[config.mk]
export PLATFORM = sky130hd
export DESIGN_NAME = output_hold
export DESIGN_NICKNAME = d
export VERILOG_FILES = /design/src/rtl/output_hold_pkg.sv /design/src/rtl/output_hold_chan.sv /design/src/rtl/output_hold.sv
export SDC_FILE = /design/constraint.sdc
export NUM_CORES = 1
export LEC_CHECK = 0
export CAP_MARGIN = 20
export CORE_MARGIN = 5
export CORE_UTILIZATION = 60
export CTS_BUF_LIST = sky130_fd_sc_hd__clkbuf_8
export CTS_CLUSTER_SIZE = 16
export DETAILED_ROUTE_END_ITERATION = 7
export GPL_ROUTABILITY_DRIVEN = 0
export PLACE_DENSITY = 0.78
export SETUP_SLACK_MARGIN = 0.2
export SLEW_MARGIN = 25
export SYNTH_ARGS = -nofsm -noshare
export SYNTH_HDL_FRONTEND = slang
export SYNTH_SLANG_ARGS = --single-unit
[constraint.sdc]
create_clock -name i_clk -period 5.65 [get_ports i_clk]
set_input_delay 0.8475 -clock i_clk [delete_from_list [all_inputs] [get_ports i_clk]]
set_output_delay 0.8475 -clock i_clk [all_outputs]
set_load 0.005 [all_outputs]
[src/rtl/output_hold_pkg.sv]
// Shared types for the output dwell-enforcement block.
package output_hold_pkg;

   typedef enum logic {
      ST_IDLE = 1'b0,
      ST_HOLD = 1'b1
   } chan_state_e;

endpackage

[src/rtl/output_hold_chan.sv]
// One output channel: holds each level for at least 2**NHold cycles and
// replays any request seen during the dwell as one minimum-width level.
module output_hold_chan
   import output_hold_pkg::*;
#(
   parameter int unsigned NHold = 21,
   parameter logic        INIT  = 1'b0
) (
   input  logic i_clk,
   input  logic i_rst,
   input  logic req,
   output logic out_sig,
   output logic busy,
   output logic idle_nxt_c
);

   chan_state_e      state_q, state_d;
   logic [NHold-1:0] cnt_q, cnt_d;
   logic             pend_q, pend_d;
   logic             out_q, out_d;
   logic             diff;

   always_ff @(posedge i_clk) begin
      if (i_rst) begin
         state_q <= ST_IDLE;
         cnt_q   <= '0;
         pend_q  <= 1'b0;
         out_q   <= INIT;
      end else begin
         state_q <= state_d;
         cnt_q   <= cnt_d;
         pend_q  <= pend_d;
         out_q   <= out_d;
      end
   end

   always_comb begin
      state_d = state_q;
      cnt_d   = cnt_q;
      pend_d  = pend_q;
      out_d   = out_q;
      diff    = (req != out_q);
      case (state_q)
         ST_IDLE: begin
            if (diff) begin
               out_d   = req;
               cnt_d   = '0;
               pend_d  = 1'b0;
               state_d = ST_HOLD;
            end
         end
         ST_HOLD: begin
            if (cnt_q != '1) begin
               cnt_d = cnt_q + NHold'(1);
               // Sticky: a request that later reverts still earns one toggle.
               if (diff) pend_d = 1'b1;
            end else if (pend_q | diff) begin
               out_d  = ~out_q;
               cnt_d  = '0;
               pend_d = 1'b0;
            end else begin
               state_d = ST_IDLE;
            end
         end
      endcase
      idle_nxt_c = (state_d == ST_IDLE) & ~pend_d;
   end

   assign out_sig = out_q;
   assign busy    = (state_q == ST_HOLD);

endmodule

[src/rtl/output_hold.sv]
// Multi-channel output dwell enforcer: independent per-bit channels plus a
// registered all-channels-idle flag.
module output_hold
   import output_hold_pkg::*;
#(
   parameter int unsigned NCH   = 4,
   parameter int unsigned NHold = 21,
   parameter logic        INIT  = 1'b0
) (
   input  logic           i_clk,
   input  logic           i_rst,
   input  logic [NCH-1:0] req_in,
   output logic [NCH-1:0] out_sig,
   output logic [NCH-1:0] busy,
   output logic           all_idle
);

   logic [NCH-1:0] idle_nxt_c;

   for (genvar g = 0; g < NCH; g++) begin : g_chan
      output_hold_chan #(
         .NHold (NHold),
         .INIT  (INIT)
      ) u_chan (
         .i_clk      (i_clk),
         .i_rst      (i_rst),
         .req        (req_in[g]),
         .out_sig    (out_sig[g]),
         .busy       (busy[g]),
         .idle_nxt_c (idle_nxt_c[g])
      );
   end

   // Built from next-state terms so it updates on the same edge as busy.
   always_ff @(posedge i_clk) begin
      if (i_rst) all_idle <= 1'b1;
      else       all_idle <= &idle_nxt_c;
   end

endmodule
==> flow_metrics.env <==
export IMPL_async_flop_share_pct=0
export IMPL_hold_path_class="reg -> reg"
export IMPL_setup_violations=0
export IMPL_p_leak_nw=1.638
export IMPL_clock_tree_buffer_depth=2
export IMPL_antenna_found_initial=0
export IMPL_finalNetCount=610
export IMPL_worst_setup_path_start_kind="input pin"
export IMPL_start_util_pct=60.85
export IMPL_insertion_delay_ps=370
export IMPL_final_setup_worst_slack_ps=2877
export IMPL_stdcell_count=713
export IMPL_cts_tree="yes"
export IMPL_worst_r2r_cell_count=7
export IMPL_worstPathMaxFanout=14
export IMPL_drtPass1Iterations=5
export IMPL_fp_dieW_um=103.6
export IMPL_synth_cells=598
export IMPL_postCtsHoldBufs=0
export IMPL_drt_total_wl_um=10840
export IMPL_yosysSeqAreaShare_pct=36.95
export IMPL_avgSynthCellArea_sq_um=8.788
export IMPL_dp_hpwl_um=7609
export IMPL_layout_commonest_cell="dfxtp_1"
export IMPL_critPathLaunch="req_in[1]"
export IMPL_cts_root_buf="clkbuf_8"
export IMPL_grt_usage_pct=20.04
export IMPL_swShare_pct=27.39
export IMPL_overflow=0
export IMPL_grt_max_degree=21
export IMPL_drive_above_1_share_pct=8.430
export IMPL_fin_crit_sh_pct=49.08
export IMPL_p_int_uw=950.3
export IMPL_synthDistinctLibCells=70
export IMPL_wl_per_cell_um=15.21
export IMPL_num_antenna_cells=0
export IMPL_finalSetupTns_ps=0
export IMPL_cp_arrival_ps=3040
export IMPL_drv_slew=0
export IMPL_critical_path_slowest_cell="xor2_1"
export IMPL_slew_headroom_pct=33.12
export IMPL_seq_power_share_pct=55.4
export IMPL_cts_buffers_inserted=9
export IMPL_netlist_area_sq_um=5255
export IMPL_io_buffers=14
export IMPL_path_clk_slew_ps=100
export IMPL_hold_viol=0
export IMPL_tightest_slew_ps=994.0
export IMPL_finalPower_mw=1.309
export IMPL_end_kind="flop"
export IMPL_dieArea_sq_um=10730
export IMPL_cts_setup_buffers=0
export IMPL_setup_worst_path_class="in -> reg"
export IMPL_detail_route_antenna_nets=0
export IMPL_clock_skew_ps=11.56
export IMPL_yosysWarnings=0
export IMPL_synth_area_top_cells="dfxtp_1 37%, xnor2_1 8.7%, nor2_1 5.6%"
export IMPL_rsz0062_at_grt="no"
export IMPL_final_fill_count=711
export IMPL_r2r_start="g_chan[1].u_chan.cnt_q[0]$_SDFFE_PP0P_"
export IMPL_yosysTopAreaCell="dfxtp_1"
export IMPL_synth_edf_count=0
export IMPL_coreArea_sq_um=8636
export IMPL_rows=34
export IMPL_grt_first_pass_wirelength_um=18680
export IMPL_syn2layout_area_growth_pct=6.786
export IMPL_fmax_mhz=360.6
export IMPL_cts_resized=0
export IMPL_r2r_slack_ps=3280
export IMPL_synth_seq_cells=97
export IMPL_ioPinCount=15
export IMPL_vdd_drop_max_mv=0.1416
export IMPL_die_h_um=103.6
export IMPL_regToRegEndpoint="g_chan[1].u_chan.cnt_q[20]$_SDFFE_PP0P_"
export IMPL_via_count=4446
export IMPL_comb_power_share_pct=10.0
export IMPL_crit_chain="clkdlybuf4s50_1 -> xor2_1 -> nor4_2 -> buf_4 -> a2111oi_0 -> xnor2_1 -> nor2_1"
export IMPL_p_clk_share_pct=34.6
export IMPL_vias_per_cell=6.236
export IMPL_grt_pass1_vias=4290
export IMPL_final_cell_mix="97 x dfxtp_1, 79 x nor2_1, 52 x xnor2_1"
export IMPL_critical_path_endpoint="g_chan[1].u_chan.cnt_q[12]$_SDFFE_PP0P_"
export IMPL_switching_power_uw=358.4
export IMPL_fin_hold_ws_ps=479.9
export IMPL_dp_slack_ps=2352
export IMPL_h_tree_depth=3
export IMPL_clkSinkCount=97
export IMPL_status="finished, final reports clean"
export IMPL_cap_violations=0
export IMPL_syn_num_nets=608
export IMPL_drc_errors=0
export IMPL_crit_cells=7
export IMPL_synthFlopType="dfxtp_1"
export IMPL_worstPathRequired_ps=5920
export IMPL_power_density_nw_per_um2=233.2
export IMPL_critPathMaxStageDelay_ps=550
export IMPL_min_period_ps=2773
export IMPL_placed_cells=696
export IMPL_synth_top_cell_area_share_pct=36.95
export IMPL_path_buf_inv=2
export IMPL_detailedRoute_firstIterationViolations=159
export IMPL_crit_family="buffers and inverters"
cell families after synthesis:
kind of cell | synth area share [%]
simple gates | 25.81
compound gates | 22.12
flops | 36.95
xor+xnor | 9.952
buf+inv | 4.214
fa+ha+maj | 0.9524
worst min-delay path by stage:
stage	end	startpoint	slack, ps	cells after the start
floorplan	g_chan[3].u_chan.cnt_q[20]$_SDFFE_PP0P_	g_chan[3].u_chan.cnt_q[20]$_SDFFE_PP0P_	440	2
global placement	g_chan[3].u_chan.cnt_q[20]$_SDFFE_PP0P_	g_chan[3].u_chan.cnt_q[20]$_SDFFE_PP0P_	450	2
detailed placement	g_chan[3].u_chan.cnt_q[20]$_SDFFE_PP0P_	g_chan[3].u_chan.cnt_q[20]$_SDFFE_PP0P_	460	2
CTS	g_chan[3].u_chan.cnt_q[12]$_SDFFE_PP0P_	g_chan[3].u_chan.cnt_q[12]$_SDFFE_PP0P_	480	2
global route	g_chan[3].u_chan.cnt_q[12]$_SDFFE_PP0P_	g_chan[3].u_chan.cnt_q[12]$_SDFFE_PP0P_	530	2
finish	g_chan[3].u_chan.cnt_q[12]$_SDFFE_PP0P_	g_chan[3].u_chan.cnt_q[12]$_SDFFE_PP0P_	480	2
cells in the mapped netlist, types with 3 or more instances:
library cell / n
dfxtp_1: 97
nor2_1: 79
xnor2_1: 52
a21oi_1: 45
nand2_1: 39
nand3_1: 23
o21ai_0: 22
a211oi_1: 18
or3_1: 16
inv_1: 14
nand4_1: 14
buf_4: 12
and4_1: 11
a2111oi_0: 9
clkbuf_1: 8
a31oi_1: 7
and3_1: 7
and2_1: 6
buf_2: 6
nor2b_1: 6
nor3_1: 6
o2111ai_1: 6
o31ai_1: 6
or4_1: 6
ha_1: 4
nand2b_1: 4
nor4b_1: 4
xor2_1: 4
a2111oi_4: 3
a311oi_1: 3
nand4_2: 3
nor4_1: 3
o21ai_1: 3
o31ai_4: 3
or4_4: 3
power groups by stage:
| stage | Clock (mW) | Combinational (mW) | Sequential, mW |
|---|---|---|---|
| after floorplan | 0 | 0.108 | 0.728 |
| after global placement | 0 | 0.130 | 0.738 |
| after detailed placement | 0 | 0.131 | 0.740 |
| after CTS | 0.464 | 0.132 | 0.724 |
| after global routing | 0.496 | 0.146 | 0.727 |
| final | 0.453 | 0.131 | 0.724 |
worst min-delay path: cells and delay by family (launching register included):
family,cells,cell delay [ps]
flops,1,330
compound gates,2,110
flip-flops by register name, summed over array words and instances, names as in the netlist:
| register | cells |
|---|---|
| g_chan.u_chan.cnt_q | 84 |
| g_chan.u_chan.busy | 4 |
| g_chan.u_chan.out_sig | 4 |
| g_chan.u_chan.pend_q | 4 |
| all_idle | 1 |
cell type report:
type	count	area [sq um]	area share [%]
Clock buffer	9	123.9	2.207
Multi-Input combinational cell	458	3100	55.25
Timing Repair Buffer	20	188.9	3.367
Clock inverter	7	68.82	1.226
Tap cell	108	135.1	2.408
Inverter	14	52.55	0.9365
Sequential cell	97	1942	34.60
through the flow:
| step | cell area, sq um | utilization (%) |
|---|---|---|
| CTS | 5600 | 64.85 |
| global route | 5612 | 64.98 |
| global placement | 5408 | 62.62 |
| detailed placement | 5408 | 62.62 |
| floorplan | 5255 | - |
| finish | 5612 | 64.98 |
routing by layer:
layer | track usage, % | up-vias | part of all wire, %
met5 | 0 | - | 0
met4 | 7.029 | 0 | 1.7
met3 | 4.042 | 23 | 4.1
met2 | 35.43 | 88 | 49
met1 | 23.97 | 2130 | 45
li1 | - | 2205 | -
(Power assumes the default switching activity.)
